<file path="src/rtl/sram_arbiter_pkg.sv">
// Shared constants and types for the SRAM arbiter: reset level, memory
// direction encoding, stall encoding and the arbiter FSM state encoding.
package sram_arbiter_pkg;

    localparam logic RST_ENABLE = 1'b0;

    typedef logic mem_rw_t;
    localparam mem_rw_t MEM_RW_READ  = 1'b0;
    localparam mem_rw_t MEM_RW_WRITE = 1'b1;

    localparam logic STALL_YES = 1'b1;
    localparam logic STALL_NO  = 1'b0;

    typedef enum logic [1:0] {
        ARB_IDLE   = 2'd0,
        ARB_ACCESS = 2'd1,
        ARB_DONE   = 2'd2
    } arb_state_e;

    typedef enum logic {
        OWN_IF  = 1'b0,
        OWN_MEM = 1'b1
    } arb_owner_e;

endpackage

</file>
<file path="src/rtl/sram_arbiter_if.sv">
// Requester-side bus of the SRAM arbiter: fetch port, data port and the
// per-port stall requests toward the pipeline controller.
//
// Handshake: a requester raises *_req as a level and holds it, with its
// address/data, until it sees *_ack. *_ack is a one-cycle pulse and the
// matching *_rdata is valid only in that cycle. Values presented after the
// grant are ignored; the arbiter works from its latched copy.
interface sram_arbiter_if #(
    parameter int ADDR_W = 16,
    parameter int DATA_W = 16
);
    import sram_arbiter_pkg::*;

    logic              if_req;
    logic [ADDR_W-1:0] if_addr;
    logic [DATA_W-1:0] if_rdata;
    logic              if_ack;

    logic              mem_req;
    mem_rw_t           mem_rw;
    logic [ADDR_W-1:0] mem_addr;
    logic [DATA_W-1:0] mem_wdata;
    logic [DATA_W-1:0] mem_rdata;
    logic              mem_ack;

    logic              stall_req_if;
    logic              stall_req_mem;

    // Pipeline side: issues requests, receives data, acks and stalls.
    modport master (
        output if_req, if_addr, mem_req, mem_rw, mem_addr, mem_wdata,
        input  if_rdata, if_ack, mem_rdata, mem_ack, stall_req_if, stall_req_mem
    );

    // Arbiter side.
    modport slave (
        input  if_req, if_addr, mem_req, mem_rw, mem_addr, mem_wdata,
        output if_rdata, if_ack, mem_rdata, mem_ack, stall_req_if, stall_req_mem
    );

endinterface

</file>
<file path="src/rtl/sram_arbiter.sv">
// Single-port asynchronous SRAM arbiter. MEM has priority over IF; each
// transaction is IDLE -> ACCESS (WAIT_CYCLES cycles) -> DONE (ack) -> IDLE.
// All SRAM strobes, acks and read data are registered; strobes are computed
// from the next-state values so they line up with the state they belong to.
module sram_arbiter
    import sram_arbiter_pkg::*;
#(
    parameter int WAIT_CYCLES = 3,
    parameter int ADDR_W      = 16,
    parameter int DATA_W      = 16
) (
    input  logic              clk,
    input  logic              rst,
    sram_arbiter_if.slave     bus,
    output logic [ADDR_W-1:0] ram_addr,
    output logic [DATA_W-1:0] ram_wdata,
    output logic              ram_wdata_oe,
    input  logic [DATA_W-1:0] ram_rdata,
    output logic              ram_ce_n,
    output logic              ram_oe_n,
    output logic              ram_we_n,
    output arb_state_e        dbg_state
);

    localparam int CNT_W = $clog2(WAIT_CYCLES + 1);
    localparam logic [CNT_W-1:0] CNT_MAX = CNT_W'(WAIT_CYCLES);
    localparam logic [CNT_W-1:0] CNT_ONE = CNT_W'(1);

    arb_state_e        state_q, state_d;
    logic [CNT_W-1:0]  cnt_q, cnt_d;
    arb_owner_e        owner_q, owner_d;
    logic [ADDR_W-1:0] addr_q, addr_d;
    mem_rw_t           rw_q, rw_d;
    logic [DATA_W-1:0] wdata_q, wdata_d;
    logic [DATA_W-1:0] if_rdata_q, if_rdata_d;
    logic [DATA_W-1:0] mem_rdata_q, mem_rdata_d;
    logic              if_ack_q, if_ack_d;
    logic              mem_ack_q, mem_ack_d;
    logic [ADDR_W-1:0] ram_addr_q, ram_addr_d;
    logic [DATA_W-1:0] ram_wdata_q, ram_wdata_d;
    logic              ram_wdata_oe_q, ram_wdata_oe_d;
    logic              ram_ce_n_q, ram_ce_n_d;
    logic              ram_oe_n_q, ram_oe_n_d;
    logic              ram_we_n_q, ram_we_n_d;
    logic              in_access;

    // Next-state, latch and registered-output computation.
    always_comb begin
        state_d     = state_q;
        cnt_d       = cnt_q;
        owner_d     = owner_q;
        addr_d      = addr_q;
        rw_d        = rw_q;
        wdata_d     = wdata_q;
        if_rdata_d  = if_rdata_q;
        mem_rdata_d = mem_rdata_q;
        if_ack_d    = 1'b0;
        mem_ack_d   = 1'b0;

        case (state_q)
            ARB_IDLE: begin
                if (bus.mem_req) begin
                    owner_d = OWN_MEM;
                    addr_d  = bus.mem_addr;
                    rw_d    = bus.mem_rw;
                    wdata_d = bus.mem_wdata;
                    cnt_d   = CNT_ONE;
                    state_d = ARB_ACCESS;
                end else if (bus.if_req) begin
                    owner_d = OWN_IF;
                    addr_d  = bus.if_addr;
                    rw_d    = MEM_RW_READ;
                    cnt_d   = CNT_ONE;
                    state_d = ARB_ACCESS;
                end
            end
            ARB_ACCESS: begin
                if (cnt_q == CNT_MAX) begin
                    cnt_d   = '0;
                    state_d = ARB_DONE;
                    if (owner_q == OWN_MEM) begin
                        mem_ack_d = 1'b1;
                        if (rw_q == MEM_RW_READ) mem_rdata_d = ram_rdata;
                    end else begin
                        if_ack_d   = 1'b1;
                        if_rdata_d = ram_rdata;
                    end
                end else begin
                    cnt_d = cnt_q + CNT_ONE;
                end
            end
            // Requests are deliberately not sampled here.
            ARB_DONE: state_d = ARB_IDLE;
            default:  state_d = ARB_IDLE;
        endcase

        // The write pulse sits strictly inside the access window so address
        // and data are stable for at least one cycle on either side.
        in_access      = (state_d == ARB_ACCESS);
        ram_addr_d     = in_access ? addr_d : ram_addr_q;
        ram_wdata_d    = (in_access && rw_d == MEM_RW_WRITE) ? wdata_d : ram_wdata_q;
        ram_wdata_oe_d = in_access && (rw_d == MEM_RW_WRITE);
        ram_ce_n_d     = !in_access;
        ram_oe_n_d     = !(in_access && rw_d == MEM_RW_READ);
        ram_we_n_d     = !(in_access && rw_d == MEM_RW_WRITE &&
                           cnt_d > CNT_ONE && cnt_d < CNT_MAX);
    end

    // FSM and all registered outputs; reset drops any in-flight access.
    always_ff @(posedge clk) begin
        if (rst == RST_ENABLE) begin
            state_q        <= ARB_IDLE;
            cnt_q          <= '0;
            owner_q        <= OWN_IF;
            addr_q         <= '0;
            rw_q           <= MEM_RW_READ;
            wdata_q        <= '0;
            if_rdata_q     <= '0;
            mem_rdata_q    <= '0;
            if_ack_q       <= 1'b0;
            mem_ack_q      <= 1'b0;
            ram_addr_q     <= '0;
            ram_wdata_q    <= '0;
            ram_wdata_oe_q <= 1'b0;
            ram_ce_n_q     <= 1'b1;
            ram_oe_n_q     <= 1'b1;
            ram_we_n_q     <= 1'b1;
        end else begin
            state_q        <= state_d;
            cnt_q          <= cnt_d;
            owner_q        <= owner_d;
            addr_q         <= addr_d;
            rw_q           <= rw_d;
            wdata_q        <= wdata_d;
            if_rdata_q     <= if_rdata_d;
            mem_rdata_q    <= mem_rdata_d;
            if_ack_q       <= if_ack_d;
            mem_ack_q      <= mem_ack_d;
            ram_addr_q     <= ram_addr_d;
            ram_wdata_q    <= ram_wdata_d;
            ram_wdata_oe_q <= ram_wdata_oe_d;
            ram_ce_n_q     <= ram_ce_n_d;
            ram_oe_n_q     <= ram_oe_n_d;
            ram_we_n_q     <= ram_we_n_d;
        end
    end

    assign bus.if_rdata      = if_rdata_q;
    assign bus.if_ack        = if_ack_q;
    assign bus.mem_rdata     = mem_rdata_q;
    assign bus.mem_ack       = mem_ack_q;
    assign bus.stall_req_if  = (rst != RST_ENABLE && bus.if_req && !if_ack_q)
                               ? STALL_YES : STALL_NO;
    assign bus.stall_req_mem = (rst != RST_ENABLE && bus.mem_req && !mem_ack_q)
                               ? STALL_YES : STALL_NO;

    assign ram_addr     = ram_addr_q;
    assign ram_wdata    = ram_wdata_q;
    assign ram_wdata_oe = ram_wdata_oe_q;
    assign ram_ce_n     = ram_ce_n_q;
    assign ram_oe_n     = ram_oe_n_q;
    assign ram_we_n     = ram_we_n_q;
    assign dbg_state    = state_q;

endmodule
</file>
<file path="src/flat_wrapper.sv">
// flat-port wrapper written by rule: the top's interface ports become plain ports
module sram_arbiter_flat import sram_arbiter_pkg::*;
#(
    parameter int WAIT_CYCLES = 3,
    parameter int ADDR_W      = 16,
    parameter int DATA_W      = 16
)
  (clk, rst, ram_addr, ram_wdata, ram_wdata_oe, ram_rdata, ram_ce_n, ram_oe_n, ram_we_n, dbg_state, bus_if_req, bus_if_addr, bus_mem_req, bus_mem_rw, bus_mem_addr, bus_mem_wdata, bus_if_rdata, bus_if_ack, bus_mem_rdata, bus_mem_ack, bus_stall_req_if, bus_stall_req_mem);
  sram_arbiter_if #(.ADDR_W(ADDR_W), .DATA_W(DATA_W)) bus_i ();
  input  logic clk;
  input  logic rst;
  output logic [ADDR_W-1:0] ram_addr;
  output logic [DATA_W-1:0] ram_wdata;
  output logic ram_wdata_oe;
  input  logic [DATA_W-1:0] ram_rdata;
  output logic ram_ce_n;
  output logic ram_oe_n;
  output logic ram_we_n;
  output arb_state_e dbg_state;
  input wire logic [$bits(bus_i.if_req)-1:0] bus_if_req;
  input wire logic [$bits(bus_i.if_addr)-1:0] bus_if_addr;
  input wire logic [$bits(bus_i.mem_req)-1:0] bus_mem_req;
  input wire logic [$bits(bus_i.mem_rw)-1:0] bus_mem_rw;
  input wire logic [$bits(bus_i.mem_addr)-1:0] bus_mem_addr;
  input wire logic [$bits(bus_i.mem_wdata)-1:0] bus_mem_wdata;
  output wire logic [$bits(bus_i.if_rdata)-1:0] bus_if_rdata;
  output wire logic [$bits(bus_i.if_ack)-1:0] bus_if_ack;
  output wire logic [$bits(bus_i.mem_rdata)-1:0] bus_mem_rdata;
  output wire logic [$bits(bus_i.mem_ack)-1:0] bus_mem_ack;
  output wire logic [$bits(bus_i.stall_req_if)-1:0] bus_stall_req_if;
  output wire logic [$bits(bus_i.stall_req_mem)-1:0] bus_stall_req_mem;
  assign bus_i.if_req = bus_if_req;
  assign bus_i.if_addr = bus_if_addr;
  assign bus_i.mem_req = bus_mem_req;
  assign bus_i.mem_rw = bus_mem_rw;
  assign bus_i.mem_addr = bus_mem_addr;
  assign bus_i.mem_wdata = bus_mem_wdata;
  assign bus_if_rdata = bus_i.if_rdata;
  assign bus_if_ack = bus_i.if_ack;
  assign bus_mem_rdata = bus_i.mem_rdata;
  assign bus_mem_ack = bus_i.mem_ack;
  assign bus_stall_req_if = bus_i.stall_req_if;
  assign bus_stall_req_mem = bus_i.stall_req_mem;
  sram_arbiter #(.WAIT_CYCLES(WAIT_CYCLES), .ADDR_W(ADDR_W), .DATA_W(DATA_W)) u_core (.clk(clk), .rst(rst), .bus(bus_i), .ram_addr(ram_addr), .ram_wdata(ram_wdata), .ram_wdata_oe(ram_wdata_oe), .ram_rdata(ram_rdata), .ram_ce_n(ram_ce_n), .ram_oe_n(ram_oe_n), .ram_we_n(ram_we_n), .dbg_state(dbg_state));
endmodule
</file>
<file path="config.mk">
export PLATFORM = sky130hd
export DESIGN_NAME = sram_arbiter_flat
export DESIGN_NICKNAME = d
export VERILOG_FILES = /design/src/rtl/sram_arbiter_pkg.sv /design/src/rtl/sram_arbiter_if.sv /design/src/rtl/sram_arbiter.sv /design/src/flat_wrapper.sv
export SDC_FILE = /design/constraint.sdc
export NUM_CORES = 1
export LEC_CHECK = 0
export BUFFER_PORTS_ARGS = -buffer_cell sky130_fd_sc_hd__clkbuf_2
export CORE_ASPECT_RATIO = 1.5
export CORE_UTILIZATION = 40
export DETAILED_ROUTE_END_ITERATION = 8
export HOLD_SLACK_MARGIN = 0.03
export PLACE_DENSITY = 0.66
export SLEW_MARGIN = 10
export SYNTH_ARGS = -nofsm -noshare
export SYNTH_HDL_FRONTEND = slang
export SYNTH_SLANG_ARGS = --single-unit
export TNS_END_PERCENT = 100
</file>
<file path="constraint.sdc">
create_clock -name clk -period 4.95 [get_ports clk]
set_input_delay 0.99 -clock clk [delete_from_list [all_inputs] [get_ports clk]]
set_output_delay 0.99 -clock clk [all_outputs]
set_load 0.05 [all_outputs]
</file>
Word-level counts from Yosys, hierarchy flattened:

Index checks and enable logic that the tools add are counted.

* $add $sub $neg: 1
* multiply operators: 0
* divide/modulo/power cells: 0
* order comparisons: 2
* equality and inequality tests: 3
* shift operators: 0
* mux-type cells: 22
* bitwise operators: 3
* reduce and logical (&&, ||, !) cells: 19

Operator list (number)
* $mux 16: 5
* $mux 2: 6
* $mux 1: 9
* $logic_and 1x1->1: 8
* $pmux 2 s2: 2
* $reduce_and 3->1: 2
* $logic_not 1->1: 5
* $eq 2x1->1 const B: 2
* $reduce_and 4->1: 1
* $not 1->1: 3
* $add 2x1->2 const B: 1
* $eq 2x2->1 const B: 1
* $gt 2x1->1 const B: 1
* $logic_not 2->1: 1
* $lt 2x2->1 const B: 1
* $reduce_and 2->1: 1
* $reduce_bool 2->1: 1

* flip-flop bits (word level): 108
* latch bits: 0
* memory bits (writable): 0
* memory bits (read-only): 0
* input bits: 69
* output and inout bits: 74
* logic and storage cells: 66
* memories: 0

Depth between registers and ports, before layout:

Gate-level depths: netlist of the first run.

* depth in word-level cells: 8
* depth in mapped cells: 7

Worst setup path before layout of the first run:

Ideal clock, no wire load.

* path type: input-to-output
* start: input rst
* end: output bus_stall_req_mem
* data arrival time: 2.217 ns
* path slack: 1.743 ns
* cell stages on the path: 4
* buffers on the path: 2
* path through: clkbuf_1 clkbuf_1 nand2_1 nor2_1

* cells in the longest elaborated chain, start to end: 3

RTL lines
* from (decl): line flat_wrapper.sv:11 `input logic rst;`
* $logic_and 1x1->1 (2 in series): line sram_arbiter.sv:154 `assign bus.stall_req_mem = (rst != RST_ENABLE && bus.mem_req && !mem_ack_q)`
* $mux 1: line sram_arbiter.sv:155 `? STALL_YES : STALL_NO;`
* to (decl): line flat_wrapper.sv:31 `output wire logic [$bits(bus_i.stall_req_mem)-1:0] bus_stall_req_mem;`

Every way passes these cells.

Worst setup path in the final report of the first run:

* start: input rst
* end: output bus_stall_req_if

* cells in the longest elaborated chain, start to end: 3

RTL lines
* $logic_and 1x1->1 (2 in series): line sram_arbiter.sv:152 `assign bus.stall_req_if = (rst != RST_ENABLE && bus.if_req && !if_ack_q)`
* $mux 1: line sram_arbiter.sv:153 `? STALL_YES : STALL_NO;`
* to (decl): line flat_wrapper.sv:30 `output wire logic [$bits(bus_i.stall_req_if)-1:0] bus_stall_req_if;`

Every way passes these cells.

==> results of run 1 <==
-- registers in the layout, indices dropped and copies added, names as in the netlist --
| signal | cells |
|---|---|
| u_core.addr_q | 16 |
| u_core.bus.if_ack | 1 |
| u_core.bus.if_rdata | 16 |
| u_core.bus.mem_ack | 1 |
| u_core.bus.mem_rdata | 16 |
| u_core.cnt_q | 2 |
| u_core.dbg_state | 2 |
| u_core.owner_q | 1 |
| u_core.ram_addr | 16 |
| u_core.ram_ce_n | 1 |
| u_core.ram_oe_n | 1 |
| u_core.ram_wdata | 16 |
| u_core.ram_wdata_oe | 1 |
| u_core.ram_we_n | 1 |
| u_core.rw_q | 1 |
| u_core.wdata_q | 16 |
-- layer usage --
| metal | global-route usage [%] | up-vias | routed length, um |
|---|---|---|---|
| li1 | - | 1725 | - |
| met1 | 22.1 | 1577 | 4400 |
| met2 | 33.5 | 121 | 4810 |
| met3 | 4.75 | 16 | 635 |
| met4 | 8.43 | 0 | 240 |
| met5 | 0 | - | 0 |
-- metrics by stage --
| stage | setup slack (ps) | total power [W] | area (um2) | std cells |
|---|---|---|---|---|
| final | 2030 | 0.00191 | 5180 | 682 |
| after global routing | 1940 | 0.00198 | 5180 | 682 |
| after CTS | 2030 | 0.00193 | 5180 | 682 |
| after detailed placement | 1810 | 0.00125 | 4900 | 666 |
| after global placement | 1840 | 0.00124 | 4900 | 666 |
| after floorplan | 1740 | 0.00117 | 4160 | 433 |
-- synth_stat cells (5+ instances only) --
cell type,n
a21boi_0,20
mux2_4,9
o211ai_1,5
a21oi_1,19
buf_2,6
nand3_1,13
nor3b_1,13
nor2b_1,8
and2_1,19
mux2i_1,16
o211a_1,5
nand2_1,73
mux2_2,7
clkbuf_1,18
o21ai_0,7
nor2_1,35
o31ai_1,11
o22ai_1,11
dfxtp_1,108
-- report_power, final --
part | switching, W | total [W] | internal, W
clock | 0.000295 | 0.000678 | 0.000383
combinational | 0.000193 | 0.000287 | 0.0000939
sequential | 0.0000249 | 0.000942 | 0.000917
total | 0.000514 | 0.00191 | 0.00139
-- critical path, delay by kind of cell --
kind,cells,cell delay [ps]
buffers and inverters,2,650
AND/OR/NAND/NOR,2,280
-- cells by family (layout without fill, tap and decap cells) --
logic type | count (synthesis) | in the layout
AOI/OAI and AO/OA | 83 | 83
DFF | 108 | 108
adders and majority gates | 1 | 1
buffers and inverters | 33 | 165
and+or+nand+nor | 176 | 176
muxes | 32 | 32
-- how the worst min path moves through the flow --
stage | from | to | slack, ps | cells after the start
after floorplan | u_core.wdata_q[0] | u_core.wdata_q[0] | 470 | 2
after global placement | u_core.bus.mem_rdata[7] | u_core.bus.mem_rdata[7] | 440 | 2
after detailed placement | u_core.bus.mem_rdata[12] | u_core.bus.mem_rdata[12] | 450 | 2
after CTS | u_core.bus.mem_rdata[12] | u_core.bus.mem_rdata[12] | 460 | 2
after global routing | u_core.ram_addr[15] | u_core.ram_addr[15] | 470 | 2
final | u_core.bus.mem_rdata[11] | u_core.bus.mem_rdata[11] | 460 | 2
-- layout make-up --
cell class                 instances  area (um2)
fill                            1014        4960
sequential                       108        2160
multi-input combinational        292        1840
timing repair buffer             146         741
clock buffer                      15         278
tap                              117         146
inverter                           3        11.3
clock inverter                     1        5.00
==> impl_results.md, run 1 <==
- Post-Route WL: 10.1 mm
- Leak: 2.29 nW
- R2R setup slack: 2440 ps
- DR pass1 iterations: 4
- CTS tree: done
- Critical path arrival: 1930 ps
- Die height: 127 um
- Via density: 5.04
- Top_reg_cell synth: dfxtp_1
- 1st-iter DRT viols: 107
- Main combinational cell family by area after synthesis: simple AND/OR/NAND/NOR gates
- CP dominant cell by count: clkbuf_2
- Post-synth net total: 503
- Post-synthesis adder-cell area fraction: 0.301%
- CP Launch Type: input port
- Critical Path End: bus_stall_req_if
- Number of flops mapped to enable cells by yosys: 0
- Wire per inst: 14.8 um
- Final setup viols: 0
- FF-to-FF End: u_core.ram_wdata[4]
- Clock Pin Slew Worst Setup and Hold Paths: 70 ps
- Final-stage net count: 630
- CTS H-tree lvls: 3
- Total track usage: 19.2%
- Clk buf depth: 2
- Setup CP Type: input port to output pin
- Clock latency at the later pin of the worst-skew pair: 340 ps
- Fmax: 343 MHz
- TritonCTS buffer count: 9
- Worst Path Required: 3960 ps
- Final hold slack: 457 ps
- Synth-to-layout area growth: 24.5%
- Global route overflow: 0
- Tightest Hold Check Type: register to register
- Commonest cells after routing, fill and taps aside: clkbuf_2, dfxtp_1, nand2_1
- Post-CTS Setup Bufs: 0
- Synth warn: 0
- Antenna-violating nets left: 0
- Most common cell after layout, fill and taps aside: clkbuf_2
- Mapped Cells: 433
- Die Area: 10,800 um2
- Post-CTS resize count: 0
- Synthesized flop and latch total: 108
- Vias in the first global route: 3,433
- Routed vias: 3,439
- XOR/XNOR Fraction of Synth Area: 0%
- Worst Setup End Kind: output pin
- RSZ-0062 raised after global routing: no
- Initial Utilization: 41.0%
- DPL Wire Length: 7.24 mm
- Async S/R FF share, synth: 0%
- Utilization after layout: 51.1%
- Synth Area in Compound Gates: 13.9%
- Yosys top cell area share: 52.0%
- Core Footprint: 10,100 um2
- Crit path max fanout: 23
- Clock Sink Count: 108
- Period Utilization, post-route: 58.9%
- Ant. Diodes: 0
- Dominant cell type by area after synthesis: dfxtp_1
- Initial antenna violation count: 0
- Worst relative slew slack: 23.8%
- Reg2reg path depth: 4
- Crit-path slowest cell: clkbuf_2
- Status: finished, final reports clean
- Gp weighted congestion: 0.767
- Library cells used by synthesis: 39
- Share of cells above drive strength 1: 33.1%
- # hold bufs at CTS: 0
- Slew @ Worst Pin: 1140 ps
- Num ports: 143
- Launch point of the critical path: rst
- Mapped Avg Cell Area: 9.61 um2
- Clk root buf: clkbuf_16
- Slowest Stage Delay on Critical Path: 360 ps
- Die width: 85.3 um
- Final hold viol count: 0
- # Max-Cap Violations: 0
- Worst vdd ir: 249 uV
- First-pass GRT wire length: 16.3 mm
- Final Max Tran Viols: 0
- Syn Std Cell Area: 4160 um2
- Tmin final: 2920 ps
- Clk_skew: 4.11 ps
- Mux cell area share after synthesis: 8.99%
- PwrDens: 368 nW/um2
- Critical R2R Launch: u_core.dbg_state[0]
- IO buf count: 142
- Largest net degree at the start of global routing: 49
- Area contributors post-synth: dfxtp_1, nand2_1, mux2i_1, a21boi_0, mux2_4
- Setup TNS: 0 ps
- # rows: 45
- Cell breakdown of the critical path: clkbuf_2 > nand2_1 > nor2_1 > clkbuf_2
- Sequential element share of the synthesized area: 52.0%
- # DRC: 0
- Synth Area in Simple Gates: 20.7%
Note: power is estimated with default switching activity, not from simulation.
==> run 2, diff against run 1 <==
--- a/config.mk
+++ b/config.mk
@@ -5,6 +5,7 @@
 export SDC_FILE = /design/constraint.sdc
 export NUM_CORES = 1
 export LEC_CHECK = 0
+export ABC_AREA = 1
 export BUFFER_PORTS_ARGS = -buffer_cell sky130_fd_sc_hd__clkbuf_2
 export CORE_ASPECT_RATIO = 1.5
 export CORE_UTILIZATION = 40
==> constraint.sdc (replaced) <==
create_clock -name clk -period 2.7 [get_ports clk]
set_input_delay 0.54 -clock clk [delete_from_list [all_inputs] [get_ports clk]]
set_output_delay 0.54 -clock clk [all_outputs]
set_load 0.05 [all_outputs]
==> impl_results.md, run 2 <==
- Reg2reg path depth: 7 (+3)
- Antenna-violating nets left: 0 (unchanged)
- Worst relative slew slack: 57.7% (+34 points)
- Pint: 0.00266 W (+91%)
- Sequential element share of the synthesized area: 50.3% (-1.7 points)
- Launch point of the critical path: rst
- Final Max Tran Viols: 0 (unchanged)
- Synth warn: 0 (unchanged)
- TritonCTS buffer count: 9 (unchanged)
- Clk pwr share: 34.1% (-1.5 points)
- Ant. Diodes: 0 (unchanged)
- Net Sw Frac: 30.4% (+3.5 points)
- Global route overflow: 0 (unchanged)
- Total track usage: 19.4% (+0.19 points)
- Die height: 129 um (+1.6%)
- Num ports: 143 (unchanged)
- # Max-Cap Violations: 0 (unchanged)
- Psw: 0.00116 W (+130%)
- 1st-iter DRT viols: 145 (+36%)
- # DRC: 0 (unchanged)
- Tmin final: 1940 ps
- Worst Setup End Kind: output pin
- Final setup viols: 0 (unchanged)
- Core Footprint: 10,500 um2 (+3.9%)
- CP Launch Type: input port
- Post-synth top cells: nor2_1, nand2_1, dfxtp_1, inv_1, nand3_1
- Clock Sink Count: 108 (unchanged)
- Mapped Cells: 608 (+40%)
- FF-to-FF End: u_core.ram_wdata[9]
- Critical Path End: bus_stall_req_if
- Clock latency at the later pin of the worst-skew pair: 340 ps (about the same)
- Die Area: 11,200 um2 (+3.3%)
- Share of cells above drive strength 1: 23.8% (-9.3 points)
- Post-Route WL: 10.4 mm (+3.4%)
- Mapped Avg Cell Area: 7.07 um2 (-26%)
- Critical R2R Launch: u_core.dbg_state[1]
- Library cells used by synthesis: 21 (-46%)
- CP dominant cell by count: clkbuf_2
- Most common cell in the netlist: nor2_1
- Period Utilization, post-route: 72.0%
- DR pass1 iterations: 6 (+2)
- Utilization after layout: 50.8% (-0.29 points)
- # rows: 46 (+2.2%)
- Worst Path Buf+Inv: 3 (+1)
- Die width: 86.7 um (+1.6%)
- IO buf count: 142 (unchanged)
- Crit path max fanout: 14 (-39%)
- Top_reg_cell synth: dfxtp_1
- Crit-path slowest cell: clkbuf_2
- Initial Utilization: 40.8% (-0.22 points)
- Setup TNS: 0 ps (unchanged)
- CTS tree: done
- Cell breakdown of the critical path: clkbuf_2 > inv_1 > nor3_1 > clkbuf_2
- Largest net degree at the start of global routing: 52 (+6.1%)
- Leak: 2.72 nW (+19%)
- Post-CTS Setup Bufs: 0 (unchanged)
- Wire per inst: 11.8 um (-20%)
- Final hold viol count: 0 (unchanged)
- Syn Std Cell Area: 4300 um2 (+3.4%)
- Top delay family on crit path: buffers and inverters
- DPL Wire Length: 7.46 mm (+3.0%)
- PwrDens: 714 nW/um2 (+94%)
- Clock Pin Slew Worst Setup and Hold Paths: 70 ps (about the same)
- R2R setup slack: 800 ps (-1640 ps)
- Yosys top cell area share: 50.3% (-1.7 points)
- Area contributors post-synth: dfxtp_1, nor2_1, nand2_1, inv_1, nand3_1
- Async S/R FF share, synth: 0% (unchanged)
- CTS H-tree lvls: 3 (unchanged)
- Synthesized flop and latch total: 108 (unchanged)
- Initial antenna violation count: 0 (unchanged)
- Critical path arrival: 1400 ps (-530 ps)
- Most common cell after layout, fill and taps aside: clkbuf_2
- Clk_skew: 6.65 ps (+2.54 ps)
- Setup CP Type: input port to output pin
- Combinational Power Share: 19.6% (+4.5 points)
- Dominant cell type by area after synthesis: dfxtp_1
- Synth-to-layout area growth: 24.4% (about the same)
- First-pass GRT wire length: 16.8 mm (+3.3%)
- Clk root buf: clkbuf_16
- Number of flops mapped to enable cells by yosys: 0 (unchanged)
- Gp weighted congestion: 0.776 (+1.2%)
- Final-stage net count: 805 (+28%)
- Post-synth net total: 678 (+35%)
- Post-CTS resize count: 0 (unchanged)
- Hold path cells: 2 (unchanged)
- Crit path depth: 4 (unchanged)
- Slew @ Worst Pin: 634 ps (-504 ps)
- Fmax: 515 MHz
- Worst vdd ir: 324 uV (+30%)
- Commonest cells after routing, fill and taps aside: clkbuf_2, nor2_1, nand2_1
- Status: finished, final reports clean
- Routed vias: 4,033 (+17%)
- Tightest Hold Check Type: register to register
- RSZ-0062 raised after global routing: no
- Via density: 4.56 (-9.5%)
- Slowest Stage Delay on Critical Path: 320 ps (-40 ps)
- Vias in the first global route: 3,713 (+8.2%)
- # hold bufs at CTS: 0 (unchanged)
- Flop pwr share: 46.2% (-3.2 points)
- Worst Path Required: 2160 ps (-1800 ps)
- Clk buf depth: 2 (unchanged)
-- run 2: cell types whose count changed after synthesis, sizes merged, moves of 11 or more --
cell    delta
a21boi    -20
nand2     +54
nor2     +103
o31ai     -12
and2      -19
nand3     +38
inv       +75
mux2      -16
nor3b     -15
o21ai     +43
mux2i     -16
o22ai     -11
-- run 2: worst min path at each step --
stage / startpoint / to
6_report: u_core.ram_addr[2] / u_core.ram_addr[2]
3_5_place_dp: u_core.ram_addr[3] / u_core.ram_addr[3]
4_1_cts: ram_rdata[14] / u_core.bus.if_rdata[14]
3_3_place_gp: u_core.ram_addr[2] / u_core.ram_addr[2]
5_1_grt: ram_rdata[10] / u_core.bus.if_rdata[10]
2_1_floorplan: u_core.owner_q / u_core.owner_q
-- run 2: routing by layer --
| metal | wire length (um) | share of wire (%) | vias to the layer above | global-route usage [%] |
|---|---|---|---|---|
| met1 | 4500 | 43 | 1795 | 21.2 |
| met2 | 5240 | 50 | 106 | 35.4 |
| met4 | 187 | 1.8 | 0 | 7.45 |
| met3 | 498 | 4.8 | 15 | 5.00 |
| li1 | - | - | 2117 | - |
| met5 | 0 | 0 | - | 0 |
-- run 2: kinds of logic (layout without fill, tap and decap cells) --
group                    after synthesis  in the layout  synth area share [%]
flip-flops                           108            108                  50.3
AO/OA/AOI/OAI                         68             68                  7.91
AND/OR/NAND/NOR                      322            322                  30.6
adder cells (fa/ha/maj)                1              1                 0.291
buffers and inverters                109            241                  10.9
-- run 2: cell type report --
cell class / instances / area, um2
Timing Repair Buffer: 148 / 756
Multi-Input combinational cell: 391 / 1670
Tap cell: 144 / 180
Inverter: 77 / 289
Sequential cell: 108 / 2160
Fill cell: 1094 / 5180
Clock buffer: 12 / 246
Clock inverter: 4 / 48.8
-- run 2: tightest hold or removal path: cells and delay by family (launching register included) --
kind	cells	cell delay, ps
compound gates	1	50
simple gates	1	50
flops	1	310
-- run 2: stage by stage --
stage | cell area (um2) | hold slack (ps) | instances | setup slack, ps | power, W
3_3_place_gp | 5060 | 446 | 868 | 728 | 0.00254
4_1_cts | 5350 | 456 | 884 | 752 | 0.00386
6_report | 5350 | 459 | 884 | 756 | 0.00382
3_5_place_dp | 5060 | 449 | 868 | 693 | 0.00256
2_1_floorplan | 4300 | 439 | 608 | 83.6 | 0.00237
5_1_grt | 5350 | 475 | 884 | 610 | 0.00401
-- run 2: power groups by stage --
stage	clock network [W]	logic (W)	registers (W)
finish	0.00130	0.000750	0.00177
global route	0.00141	0.000829	0.00178
CTS	0.00133	0.000758	0.00177
detailed placement	0	0.000755	0.00180
global placement	0	0.000743	0.00180
floorplan	0	0.000348	0.00202
